## config.mk

```make
export PLATFORM = sky130hd
export DESIGN_NAME = apu_frame_sequencer
export DESIGN_NICKNAME = d
export VERILOG_FILES = /design/src/rtl/apu_pkg.sv /design/src/rtl/apu_frame_sequencer.sv
export SDC_FILE = /design/constraint.sdc
export NUM_CORES = 1
export LEC_CHECK = 0
export CAP_MARGIN = 20
export CORE_UTILIZATION = 40
export DETAILED_ROUTE_END_ITERATION = 8
export HOLD_SLACK_MARGIN = 0.03
export PLACE_DENSITY = 0.59
export SLEW_MARGIN = 20
export SYNTH_ARGS = -nofsm -noshare
export SYNTH_HDL_FRONTEND = slang
export SYNTH_SLANG_ARGS = --single-unit
```

## constraint.sdc

```tcl
create_clock -name clk_i -period 3 [get_ports clk_i]
set_input_delay 0.3 -clock clk_i [delete_from_list [all_inputs] [get_ports clk_i]]
set_output_delay 0.3 -clock clk_i [all_outputs]
set_load 0.01 [all_outputs]
```

## src/rtl/apu_pkg.sv

```systemverilog
// Shared APU register map, frame-sequencer timing defaults and mode encoding.
package apu_pkg;

  localparam logic [5:0] APU_REG_STATUS = 6'd21;
  localparam logic [5:0] APU_REG_FRAME  = 6'd23;

  localparam int unsigned STEP1_DEF       = 3729;
  localparam int unsigned STEP2_DEF       = 7457;
  localparam int unsigned STEP3_DEF       = 11186;
  localparam int unsigned STEP4_DEF       = 14915;
  localparam int unsigned STEP5_DEF       = 18641;
  localparam int unsigned RESET_DELAY_DEF = 2;

  typedef enum logic {
    FRAME_4STEP = 1'b0,
    FRAME_5STEP = 1'b1
  } frame_mode_e;

endpackage

```

## src/rtl/apu_frame_sequencer.sv

```systemverilog
// APU frame counter: quarter/half-frame clock pulses, frame IRQ flag and the
// delayed counter restart that follows a write to the frame register.
module apu_frame_sequencer
  import apu_pkg::*;
#(
  parameter int unsigned STEP1       = STEP1_DEF,
  parameter int unsigned STEP2       = STEP2_DEF,
  parameter int unsigned STEP3       = STEP3_DEF,
  parameter int unsigned STEP4       = STEP4_DEF,
  parameter int unsigned STEP5       = STEP5_DEF,
  parameter int unsigned RESET_DELAY = RESET_DELAY_DEF
) (
  input  logic       clk_i,
  input  logic       rst_ni,
  input  logic       apu_tick_i,
  input  logic [5:0] addr_i,
  input  logic [7:0] data_i,
  input  logic       write_i,
  input  logic       read_i,
  output logic       quarter_frame_o,
  output logic       half_frame_o,
  output logic       frame_irq_o,
  output logic       mode_o
);

  localparam int unsigned    DLY_W    = $clog2(RESET_DELAY + 1) + 1;
  localparam logic [DLY_W-1:0] DLY_LOAD = DLY_W'(RESET_DELAY);
  localparam logic [DLY_W-1:0] DLY_ONE  = DLY_W'(1);
  localparam logic [14:0]    S1 = 15'(STEP1);
  localparam logic [14:0]    S2 = 15'(STEP2);
  localparam logic [14:0]    S3 = 15'(STEP3);
  localparam logic [14:0]    S4 = 15'(STEP4);
  localparam logic [14:0]    S5 = 15'(STEP5);

  logic [14:0]      cnt;
  logic [14:0]      cnt_inc;
  frame_mode_e      mode;
  logic             inhibit;
  logic             irq_flag;
  logic             pending;
  logic [DLY_W-1:0] dly;

  logic frame_wr, status_rd;
  logic hit1, hit2, hit3, hit4, hit5;
  logic frame_end, q_step, h_step, irq_step;
  logic restart, step_tick;
  logic unused_data;

  assign frame_wr    = write_i && (addr_i == APU_REG_FRAME);
  assign status_rd   = read_i && (addr_i == APU_REG_STATUS);
  assign unused_data = ^data_i[5:0];

  // Step decoder: compares the value cnt is about to take on this tick.
  always_comb begin
    cnt_inc   = cnt + 15'd1;
    hit1      = (cnt_inc == S1);
    hit2      = (cnt_inc == S2);
    hit3      = (cnt_inc == S3);
    hit4      = (cnt_inc == S4);
    hit5      = (cnt_inc == S5);
    frame_end = (mode == FRAME_5STEP) ? hit5 : hit4;
    q_step    = hit1 | hit2 | hit3 | frame_end;
    h_step    = hit2 | frame_end;
    irq_step  = (mode == FRAME_4STEP) && hit4 && !inhibit;
    // A frame write on the expiring tick reloads the delay instead.
    restart   = pending && apu_tick_i && (dly == DLY_ONE) && !frame_wr;
    step_tick = apu_tick_i && !restart;
  end

  always_ff @(posedge clk_i or negedge rst_ni) begin
    if (!rst_ni) begin
      cnt             <= '0;
      mode            <= FRAME_4STEP;
      inhibit         <= 1'b0;
      irq_flag        <= 1'b0;
      pending         <= 1'b0;
      dly             <= '0;
      quarter_frame_o <= 1'b0;
      half_frame_o    <= 1'b0;
    end else begin
      quarter_frame_o <= 1'b0;
      half_frame_o    <= 1'b0;

      if (restart) begin
        cnt <= '0;
        if (mode == FRAME_5STEP) begin
          quarter_frame_o <= 1'b1;
          half_frame_o    <= 1'b1;
        end
      end else if (apu_tick_i) begin
        cnt             <= frame_end ? '0 : cnt_inc;
        quarter_frame_o <= q_step;
        half_frame_o    <= h_step;
      end

      if (frame_wr) begin
        mode    <= frame_mode_e'(data_i[7]);
        inhibit <= data_i[6];
        pending <= 1'b1;
        dly     <= DLY_LOAD;
      end else if (pending && apu_tick_i) begin
        dly <= dly - DLY_ONE;
        if (dly == DLY_ONE) pending <= 1'b0;
      end

      // Inhibit write clears outright; a step-4 set beats a status-read clear.
      if (frame_wr && data_i[6])          irq_flag <= 1'b0;
      else if (step_tick && irq_step)     irq_flag <= 1'b1;
      else if (status_rd)                 irq_flag <= 1'b0;
    end
  end

  assign frame_irq_o = irq_flag;
  assign mode_o      = mode;

endmodule

```

**Word level (Yosys, flattened, before mapping)**

Cells that the tools add are included.
W data, S select, Z words.

- Logic and storage cells: 58
- Register bits: 24
- Bits of input ports: 19

- Add/sub/neg operators: 2
- Equal/unequal tests: 8
- Mux-type cells: 17
- Bitwise logic cells: 5
- Reduce and logical (&&, ||, !) cells: 18

Operators with widths:

| cell | count |
|---|---|
| $mux W15 | 3 |
| $eq A15 B14 Y1 const B | 2 |
| $add A15 B1 Y15 const B | 1 |
| $eq A15 B12 Y1 const B | 1 |
| $eq A15 B13 Y1 const B | 1 |
| $eq A15 B15 Y1 const B | 1 |
| $eq A6 B5 Y1 const B | 2 |
| $mux W1 | 12 |
| $logic_and A1 B1 Y1 | 10 |
| $mux W3 | 2 |
| $reduce_bool A2 Y1 | 3 |
| $or A1 B1 Y1 | 4 |
| $eq A3 B1 Y1 const B | 1 |
| $logic_not A1 Y1 | 3 |
| $reduce_bool A3 Y1 | 1 |
| $sub A3 B1 Y3 const B | 1 |
| $reduce_and A2 Y1 | 1 |
| $not A1 Y1 | 1 |

**Depth between registers and ports, before layout**

Gate-level depths: netlist of the first run.

- Word-level depth: 9
- Gate-level depth with buffers: 10
- Gate-level depth less buffers: 8

**Worst setup path after synthesis of the first run**

OpenSTA, ideal clock, no wires.

- Kind: register to register
- Start point: reg cnt[0]
- End point: reg cnt[7]
- Stages on the path, launching flop included: 11
- Path buffers: 2
- Arrival: 2.207 ns
- Path slack: 0.662 ns
- Data required time: 2.869 ns
- Clock period less this slack: 2.338 ns
- Cell sequence: dfrtp_1 > ha_1 > and3_1 > buf_6 > nand4_2 > xnor2_1 > or4_1 > o22a_1 > buf_6 > nand2_8 > o221ai_2

- Word-level cells in the longest chain between the ends: 6

RTL lines:

| item | RTL line | RTL |
|---|---|---|
| start, declared | apu_frame_sequencer.sv:35 | `logic [14:0] cnt;` |
| start signal, assigned | apu_frame_sequencer.sv:91 | `cnt <= frame_end ? '0 : cnt_inc;` |
| $add A15 B1 Y15 * | apu_frame_sequencer.sv:55 | `cnt_inc = cnt + 15'd1;` |
| $eq A15 B14 Y1 or $eq A15 B15 Y1 (tied branches) | apu_frame_sequencer.sv:59, apu_frame_sequencer.sv:60 |  |
| $mux W1 | apu_frame_sequencer.sv:61 | `frame_end = (mode == FRAME_5STEP) ? hit5 : hit4;` |
| $mux W15 * | apu_frame_sequencer.sv:91 |  |
| $mux W15 * | apu_frame_sequencer.sv:90 | `end else if (apu_tick_i) begin` |
| $mux W15 * | apu_frame_sequencer.sv:84 | `if (restart) begin` |

Mark *: on every way between the ends. The rest lies on a longest branch, timed or not. The select of a mux whose other input is x is not followed.
A chain may end at the register's enable or synchronous reset.

**Worst setup path in the final report of the first run**

Same ends and word-level chain as after synthesis.

==> results of run 1 <==
==> routing by layer <==
metal / up-vias / GRT usage / wire length, um
li1: 734 / - / -
met1: 725 / 0.267 / 1910
met2: 55 / 0.333 / 1960
met4: 0 / 0.0885 / 74
met5: - / 0 / 0
met3: 7 / 0.0300 / 244
==> final cells by class <==
type / instances / area (um^2)
multi-input cells: 142 / 995
repair buffers: 23 / 213
inverters: 17 / 63.8
flip-flops and latches: 24 / 601
clock buffers: 3 / 41.3
well taps: 50 / 62.6
fillers: 408 / 2110
==> cells by family (layout without fill, tap and decap cells) <==
logic type                 Yosys count  after routing  share of synthesized area
buffers and inverters               29             43                     0.0867
AOI/OAI and AO/OA                   38             38                      0.155
adders and majority gates            6              6                     0.0430
xor gates and xnor gates            14             14                     0.0702
DFF                                 24             24                      0.344
and+or+nand+nor                     82             82                      0.288
muxes                                2              2                     0.0129
==> state kept, by name, indices dropped and copies added, names as in the netlist <==
signal           flops
half_frame_o         1
cnt                 15
frame_irq_o          1
dly                  3
pending              1
mode_o               1
quarter_frame_o      1
inhibit              1
==> final timing paths <==
kind                            startpoint     endpoint  slack, ns  depth (start not counted)
max in group asynchronous           rst_ni  frame_irq_o       2.36                          2
min in group clk_i                  dly[1]       dly[1]       0.50                          1
worst min-delay path                rst_ni       cnt[3]       0.38                          2
worst max register to register      cnt[0]       cnt[7]       0.22                          8
worst max-delay path                cnt[0]       cnt[7]       0.22                          8
worst min register to register      dly[1]       dly[1]       0.50                          1
==> through the flow <==
step           cells  instance area (um^2)
2_1_floorplan    195                  1750
3_3_place_gp     256                  1930
3_5_place_dp     256                  1930
4_1_cts          259                  1980
5_1_grt          259                  1980
6_report         259                  1980
==> placed cells by master (no fill, tap or decap), types with 5 or more instances in the layout <==
cell type	netlist	routed
sky130_fd_sc_hd__buf_4	2	7
sky130_fd_sc_hd__ha_1	6	6
sky130_fd_sc_hd__nor3_1	9	9
sky130_fd_sc_hd__nand3_1	14	14
sky130_fd_sc_hd__o21ai_0	9	9
sky130_fd_sc_hd__nand4_1	5	5
sky130_fd_sc_hd__nor2_1	10	10
sky130_fd_sc_hd__dfrtp_1	24	24
sky130_fd_sc_hd__inv_1	17	17
sky130_fd_sc_hd__clkdlybuf4s50_1	0	16
sky130_fd_sc_hd__o22ai_1	5	5
sky130_fd_sc_hd__nand2_1	15	15
sky130_fd_sc_hd__xnor2_1	11	11
==> power by group through the flow <==
stage,registers (mW),logic [mW],clock network [mW]
global placement,0.538,0.432,0
global route,0.560,0.508,0.212
floorplan,0.486,0.383,0
finish,0.541,0.456,0.194
CTS,0.538,0.457,0.200
detailed placement,0.545,0.452,0
==> results.ini, run 1 <==
[logic_synthesis]
synth.cells.most_frequent = sky130_fd_sc_hd__dfrtp_1, sky130_fd_sc_hd__inv_1, sky130_fd_sc_hd__nand2_1, sky130_fd_sc_hd__nand3_1, sky130_fd_sc_hd__xnor2_1
sequential_cell_area_fraction_in_the_yosys_report = 0.344
synth_cell_type_count = 52
synth_top_area_share = 0.344
yosys-top-cells-area = sky130_fd_sc_hd__dfrtp_1, sky130_fd_sc_hd__xnor2_1, sky130_fd_sc_hd__ha_1
post-synth-top-count-cell = sky130_fd_sc_hd__dfrtp_1
synth-async-reset-ratio = 1.00
post_synth_instance_area_um2 = 1750
synth-edff-count = 0
synth-main-ff-cell = sky130_fd_sc_hd__dfrtp_1
synth-seq-cells = 24
synth_area_leader_cell = sky130_fd_sc_hd__dfrtp_1
synth.net_count = 220
mapped_cells = 195
synthesis.area_per_instance_um2 = 8.96
synth.yosys.warnings = 0

[power]
power.density_nw_per_um2 = 603
seqPwrFrac = 0.455
peakVddDrop_mv = 0.297
switching_power_uw = 479
power_frac_comb = 0.382
clock_power_share = 0.163
total_power_mw = 1.19
internal_portion_of_total_power_uw = 712
power_leakage_nw = 0.812
sw_frac_of_total = 0.402

[final_layout]
drive_gt1_frac = 0.115
layout.core_utilization = 0.483
layout-area-overhead-vs-synth_pct = 13.1
number_of_nets_in_the_final_layout = 236
n_antenna_cell = 0

[clocking]
htree_levels = 1
clk_transition_reported_paths_ns = 0.08
cts_post_setup_buffers_inserted = 0
count_of_cells_resized_by_post_cts_repair = 0
cts_sinks = 24
tritoncts = built
cts_inserted_buffers = 3
cts_root_buffer = sky130_fd_sc_hd__clkbuf_8
number_of_buffers_inserted_for_hold_repair_after_clock_tree_synthesis = 0
clock_latency_of_the_later_clocked_register_in_the_worst_skew_pair_ns = 0.27
clockBufferDepth = 2

[floorplanning]
number_of_placed_i_o_pins = 23
die_h_um = 68.1
floorplan.rows = 23
fp.dieArea_um2 = 4630
start_util = 0.427
die_width_um = 68.1
placeableCoreArea_um2 = 4090

[job]
max-cap-violations = 0

[drt]
routedWlPerCell_um = 16.2
drt-total-wl_um = 4190
route.detailed.vias_per_inst = 5.87
drt_pass1_iterations = 4
drc = 0
dr_total_vias = 1521
drtIter0Drc = 104
detail-route-antenna-nets = 0

[global_routing]
grt_util_overall = 0.205
wire_length_of_the_first_global_routing_pass_um = 6950
total_grt_overflow = 0
grt_antenna_before_repair = 0
maximum_number_of_pins_on_one_net_before_global_route_repair = 25
first_global_vias = 1477

[sta]
worst-slew-pin-transition_ns = 0.555
layout_min_cycle_time_ns = 2.78
timing.final.crit_share = 0.927
worst_slack_ns = 0.218
setup-tns-final_ns = 0
grt_setup_unrepaired = no
final.setup_skew_ns = 0.00544
holdWs_ns = 0.379
slew_headroom = 0.630
report.final.slew_viol_count = 0
clock.fmax_mhz = 360
report.final.hold_viol_count = 0
finalSetupViolCount = 0

[placed_design]
detailedPlace.worstSlack_ns = 0.259
place.detailed.hpwl_um = 3040
place.port_buffers = 16
gp_congestion = 0.867

[setup_path]
crit_family = simple AND/OR/NAND/NOR gates
cpMaxStageDelayCell = sky130_fd_sc_hd__or4_1
crit_fanout = 9
worstPathBufferInverterCount = 0
cp-end-kind = flip-flop
arrival_ns = 2.94
critical_path.cell_chain = ha_1, and3_1, nand3_1, xor2_1, or4_1, o22a_1, nand2_8, o221ai_2
critPathMaxStageDelay_ns = 0.50
worst_ep_required_time_ns = 3.16
worstSetupPathType = reg -> reg
critPathLaunchType = flip-flop

[outcome]
outcome = complete, no violations

[min_path]
hold_path_class = in -> async

(Power assumes the default switching activity.)
==> run 2: changes to the inputs <==
==> constraint.sdc (replaced) <==
create_clock -name clk_i -period 3.16 [get_ports clk_i]
set_input_delay 0.316 -clock clk_i [delete_from_list [all_inputs] [get_ports clk_i]]
set_output_delay 0.316 -clock clk_i [all_outputs]
set_load 0.01 [all_outputs]
==> run 2 against run 1 <==
  * Critical path depth is the same
  * Utilization decreased by 0.21 points
  * Power fell by 4.6%
  * Largest cell class unchanged
  * Combinational power fell by 12%
  * Final cell count down 0.77%
  * Register-to-register slack improved by 0.12 ns
  * First-iteration DRC count rose by 14%
==> results.ini, run 2 (synthesis gave the netlist of run 1 again) <==
[drt]
drc = 0
route.detailed.vias_per_inst = 5.91
drtIter0Drc = 119
drt-total-wl_um = 3990
drt_pass1_iterations = 4
routedWlPerCell_um = 15.5
detail-route-antenna-nets = 0
dr_total_vias = 1518

[placed_design]
gp_congestion = 0.850
place.detailed.hpwl_um = 2900
dp_cells = 253
detailedPlace.worstSlack_ns = 0.391
place.port_buffers = 16

[setup_path]
worst_ep_required_time_ns = 3.31
cpMaxStageDelayCell = sky130_fd_sc_hd__or4_1
worstPathBufferInverterCount = 0
crit_fanout = 9
arrival_ns = 2.97
cp-end-kind = flip-flop
critPathMaxStageDelay_ns = 0.55
regToRegStartpoint = cnt[0]
worstSetupPathType = reg -> reg
worst_setup_path_startpoint = cnt[0]
critical_path.cell_chain = ha_1, and3_1, nand4_2, xnor2_1, or4_1, o22a_1, nand2_8, o221ai_2
critPathLaunchType = flip-flop
crit_family = simple AND/OR/NAND/NOR gates

[power]
peakVddDrop_mv = 0.300
power_leakage_nw = 0.805
power.density_nw_per_um2 = 578

[sta]
clock.fmax_mhz = 355
final.setup_skew_ns = 0.00314
grt_setup_unrepaired = no
finalSetupViolCount = 0
setup-tns-final_ns = 0
worst_slack_ns = 0.342
report.final.hold_viol_count = 0
layout_min_cycle_time_ns = 2.82
worst-slew-pin-transition_ns = 0.527
report.final.slew_viol_count = 0
slew_headroom = 0.649
timing.final.crit_share = 0.892

[final_layout]
n_antenna_cell = 0
layout.core_utilization = 0.481
regMostFlops = cnt
drive_gt1_frac = 0.106
layout_commonest_cell = sky130_fd_sc_hd__dfrtp_1
largest_register_ff_count = 15
layout.cells.most_common_list = sky130_fd_sc_hd__dfrtp_1, sky130_fd_sc_hd__inv_1, sky130_fd_sc_hd__clkdlybuf4s50_1
fillCellCount = 400
layout_top_registers = cnt (15), dly (3)
number_of_nets_in_the_final_layout = 233
post_layout_nonfiller_instances = 257
layout-area-overhead-vs-synth_pct = 12.6

[global_routing]
maximum_number_of_pins_on_one_net_before_global_route_repair = 25
total_grt_overflow = 0
grt_antenna_before_repair = 0
wire_length_of_the_first_global_routing_pass_um = 6660
first_global_vias = 1435
grt_util_overall = 0.194

[clocking]
clock_latency_of_the_later_clocked_register_in_the_worst_skew_pair_ns = 0.27
number_of_buffers_inserted_for_hold_repair_after_clock_tree_synthesis = 0
count_of_cells_resized_by_post_cts_repair = 0
cts_root_buffer = sky130_fd_sc_hd__clkbuf_8
cts_sinks = 24
htree_levels = 1
clk_transition_reported_paths_ns = 0.09
clockBufferDepth = 2
cts_inserted_buffers = 3
cts_post_setup_buffers_inserted = 0
tritoncts = built

[outcome]
outcome = complete, no violations

[floorplanning]
die_width_um = 68.1
placeableCoreArea_um2 = 4090
number_of_placed_i_o_pins = 23
die_h_um = 68.1
floorplan.rows = 23
start_util = 0.427
fp.dieArea_um2 = 4630

[job]
max-cap-violations = 0

[min_path]
hold_path_class = in -> async

==> run 2: changes by cell type in the layout (fill, tap and decap cells not counted), sizes merged <==
cell    before  now
buf          7    4
clkbuf       3    4
==> run 2: worst paths after layout <==
path | slack [ns] | to | cells past startpoint
max in group asynchronous | 2.50 | dly[1] | 2
worst max register to register | 0.34 | cnt[7] | 8
worst min register to register | 0.51 | inhibit | 1
worst max-delay path | 0.34 | cnt[7] | 8
worst min-delay path | 0.41 | cnt[2] | 2
min in group clk_i | 0.51 | inhibit | 1
==> run 2: area by class of cell <==
cell class / count / area, um^2 / share of cell area
tap: 50 / 62.6 / 0.0318
multi-input combinational: 142 / 995 / 0.506
sequential: 24 / 601 / 0.305
timing repair buffer: 20 / 190 / 0.0967
inverter: 17 / 63.8 / 0.0324
clock buffer: 4 / 55.1 / 0.0280
==> run 2: per-stage QoR <==
| stage | hold WS (ns) | total power, mW | area (um^2) |
|---|---|---|---|
| after floorplan | 0.0204 | 0.825 | 1750 |
| after global routing | 0.438 | 1.22 | 1970 |
| after global placement | 0.471 | 0.906 | 1910 |
| after CTS | 0.425 | 1.14 | 1970 |
| final | 0.409 | 1.14 | 1970 |
| after detailed placement | 0.495 | 0.929 | 1910 |
==> run 2: where the power goes <==
group | switching (mW) | internal (mW) | total (mW)
Clock | 0.0990 | 0.111 | 0.210
Sequential | 0.134 | 0.390 | 0.524
Combinational | 0.215 | 0.188 | 0.403
==> run 2: layer usage <==
| metal | up-vias | GRT usage | share of wire | wire length (um) |
|---|---|---|---|---|
| li1 | 726 | - | - | - |
| met1 | 737 | 0.264 | 0.46 | 1840 |
| met2 | 51 | 0.321 | 0.48 | 1910 |
| met3 | 4 | 0.0267 | 0.056 | 222 |
| met4 | 0 | 0.0469 | 0.0075 | 30 |
| met5 | - | 0 | 0 | 0 |
==> run 3: changes to the inputs <==
--- a/config.mk
+++ b/config.mk
@@ -10,6 +10,7 @@
 export DETAILED_ROUTE_END_ITERATION = 8
 export HOLD_SLACK_MARGIN = 0.03
 export PLACE_DENSITY = 0.59
+export REMOVE_ABC_BUFFERS = 1
 export SLEW_MARGIN = 20
 export SYNTH_ARGS = -nofsm -noshare
 export SYNTH_HDL_FRONTEND = slang
==> run 3 against run 2 <==
  * Worst setup slack improved by 0.010 ns
  * Clock skew rose by 0.0015 ns
  * Critical path type unchanged
  * Critical endpoint is now cnt[2]
  * Non-clock buffer count did not move
  * Sequential share of layout area did not move
  * First-iteration DRC count fell by 50%
  * Global-route usage rose by 1.8 points
  * Critical path depth did not move
  * Wire length rose by 6.4%
==> results.ini, run 3 (synthesis gave the netlist of run 1 again) <==
[min_path]
hold_path_class = in -> async

[drt]
detail-route-antenna-nets = 0
drtIter0Drc = 59
route.detailed.vias_per_inst = 5.93
drt-total-wl_um = 4250
drc = 0
drt_pass1_iterations = 4
dr_total_vias = 1524
routedWlPerCell_um = 16.5

[setup_path]
reg2reg_setup_slack_ns = 0.35
cpMaxStageDelayCell = sky130_fd_sc_hd__o22a_1
crit_fanout = 9
cp-end-kind = flip-flop
worstReg2RegEnd = cnt[2]
critical_path.cell_chain = ha_1, nand3_1, nor4_2, xnor2_1, nand4_1, o22a_1, nand2_8, o31ai_1
regToRegStartpoint = cnt[1]
critPathMaxStageDelay_ns = 0.52
critPathLaunchType = flip-flop
worstSetupPathType = reg -> reg
worst_ep_required_time_ns = 3.34
reg2regPathDepth = 8
arrival_ns = 2.99

[clocking]
cts_root_buffer = sky130_fd_sc_hd__clkbuf_8
number_of_buffers_inserted_for_hold_repair_after_clock_tree_synthesis = 0
tritoncts = built
cts_inserted_buffers = 3
clock_latency_of_the_later_clocked_register_in_the_worst_skew_pair_ns = 0.28
clk_transition_reported_paths_ns = 0.09
count_of_cells_resized_by_post_cts_repair = 0
htree_levels = 1
cts_sinks = 24
clockBufferDepth = 2
cts_post_setup_buffers_inserted = 0

[sta]
slew_headroom = 0.634
grt_setup_unrepaired = no
setup-tns-final_ns = 0
finalSetupViolCount = 0
clock.fmax_mhz = 356
report.final.slew_viol_count = 0
final.setup_skew_ns = 0.00461
worst_slack_ns = 0.352
worst-slew-pin-transition_ns = 0.549
timing.final.crit_share = 0.889
layout_min_cycle_time_ns = 2.81
report.final.hold_viol_count = 0

[final_layout]
layout.cell_area.non_filler_um2 = 1970
drive_gt1_frac = 0.106
layout_commonest_cell = sky130_fd_sc_hd__dfrtp_1
number_of_nets_in_the_final_layout = 233
layout_top_registers = cnt (15), dly (3)
largest_register_ff_count = 15
n_antenna_cell = 0
post_layout_nonfiller_instances = 257
layout.cells.most_common_list = sky130_fd_sc_hd__dfrtp_1, sky130_fd_sc_hd__inv_1, sky130_fd_sc_hd__clkdlybuf4s50_1
regMostFlops = cnt
layout-area-overhead-vs-synth_pct = 12.6

[placed_design]
place.port_buffers = 16
place.detailed.hpwl_um = 3140
dp_cells = 253
gp_congestion = 0.885
detailedPlace.worstSlack_ns = 0.392
placed_cell_area_um2 = 1910

[floorplanning]
number_of_placed_i_o_pins = 23
placeableCoreArea_um2 = 4090
die_width_um = 68.1
start_util = 0.427
die_h_um = 68.1
fp.dieArea_um2 = 4630
floorplan.rows = 23

[outcome]
outcome = complete, no violations

[job]
max-cap-violations = 0

[global_routing]
wire_length_of_the_first_global_routing_pass_um = 7140
grt_util_overall = 0.211
maximum_number_of_pins_on_one_net_before_global_route_repair = 25
grt_antenna_before_repair = 0
total_grt_overflow = 0
first_global_vias = 1534

[power]
peakVddDrop_mv = 0.277
power_leakage_nw = 0.806
power.density_nw_per_um2 = 584

-- run 3: cell counts in the layout (fill, tap and decap cells not counted) --
Identical to the previous run, type by type.
-- run 3: per-stage QoR --
step | hold WS (ns) | power, mW | util
2_1_floorplan | 0.0204 | 0.792 | -
3_3_place_gp | 0.472 | 0.901 | 0.468
3_5_place_dp | 0.489 | 0.931 | 0.468
4_1_cts | 0.410 | 1.15 | 0.481
5_1_grt | 0.416 | 1.24 | 0.481
6_report | 0.394 | 1.15 | 0.481
-- run 3: how the worst max path moves through the flow --
| stage | start | end | slack, ns | depth (start not counted) |
|---|---|---|---|---|
| after detailed placement | cnt[0] | cnt[13] | 0.39 | 8 |
| after global placement | cnt[0] | cnt[7] | 0.44 | 8 |
| after global routing | cnt[1] | cnt[2] | 0.12 | 8 |
| after floorplan | cnt[0] | cnt[7] | 0.75 | 8 |
| final | cnt[1] | cnt[2] | 0.35 | 8 |
| after CTS | cnt[1] | cnt[13] | 0.37 | 8 |
-- run 3: power by group --
part           switching (mW)  internal (mW)  leakage [nW]
clock network           0.108          0.112        0.0288
logic                   0.216          0.187         0.466
registers               0.135          0.390         0.311
-- run 3: layout make-up --
| class | instances | area [um^2] |
|---|---|---|
| fill | 389 | 2120 |
| multi-input combinational | 142 | 995 |
| sequential | 24 | 601 |
| timing repair buffer | 20 | 190 |
| inverter | 17 | 63.8 |
| tap | 50 | 62.6 |
| clock buffer | 4 | 55.1 |
-- run 3: routing by layer --
metal	share of wire	vias up	wire, um	global-route usage
li1	-	728	-	-
met1	0.43	740	1840	0.246
met2	0.50	49	2120	0.380
met3	0.048	7	202	0.0233
met4	0.021	0	89	0.104
met5	0	-	0	0
-- run 3: worst max-delay path: cells and delay by family, from the launching register on --
family | cells | cell delay [ns]
AOI/OAI and AO/OA | 2 | 0.77
xor gates and xnor gates | 1 | 0.17
adders and majority gates | 1 | 0.27
DFF | 1 | 0.47
and+or+nand+nor | 4 | 1.02
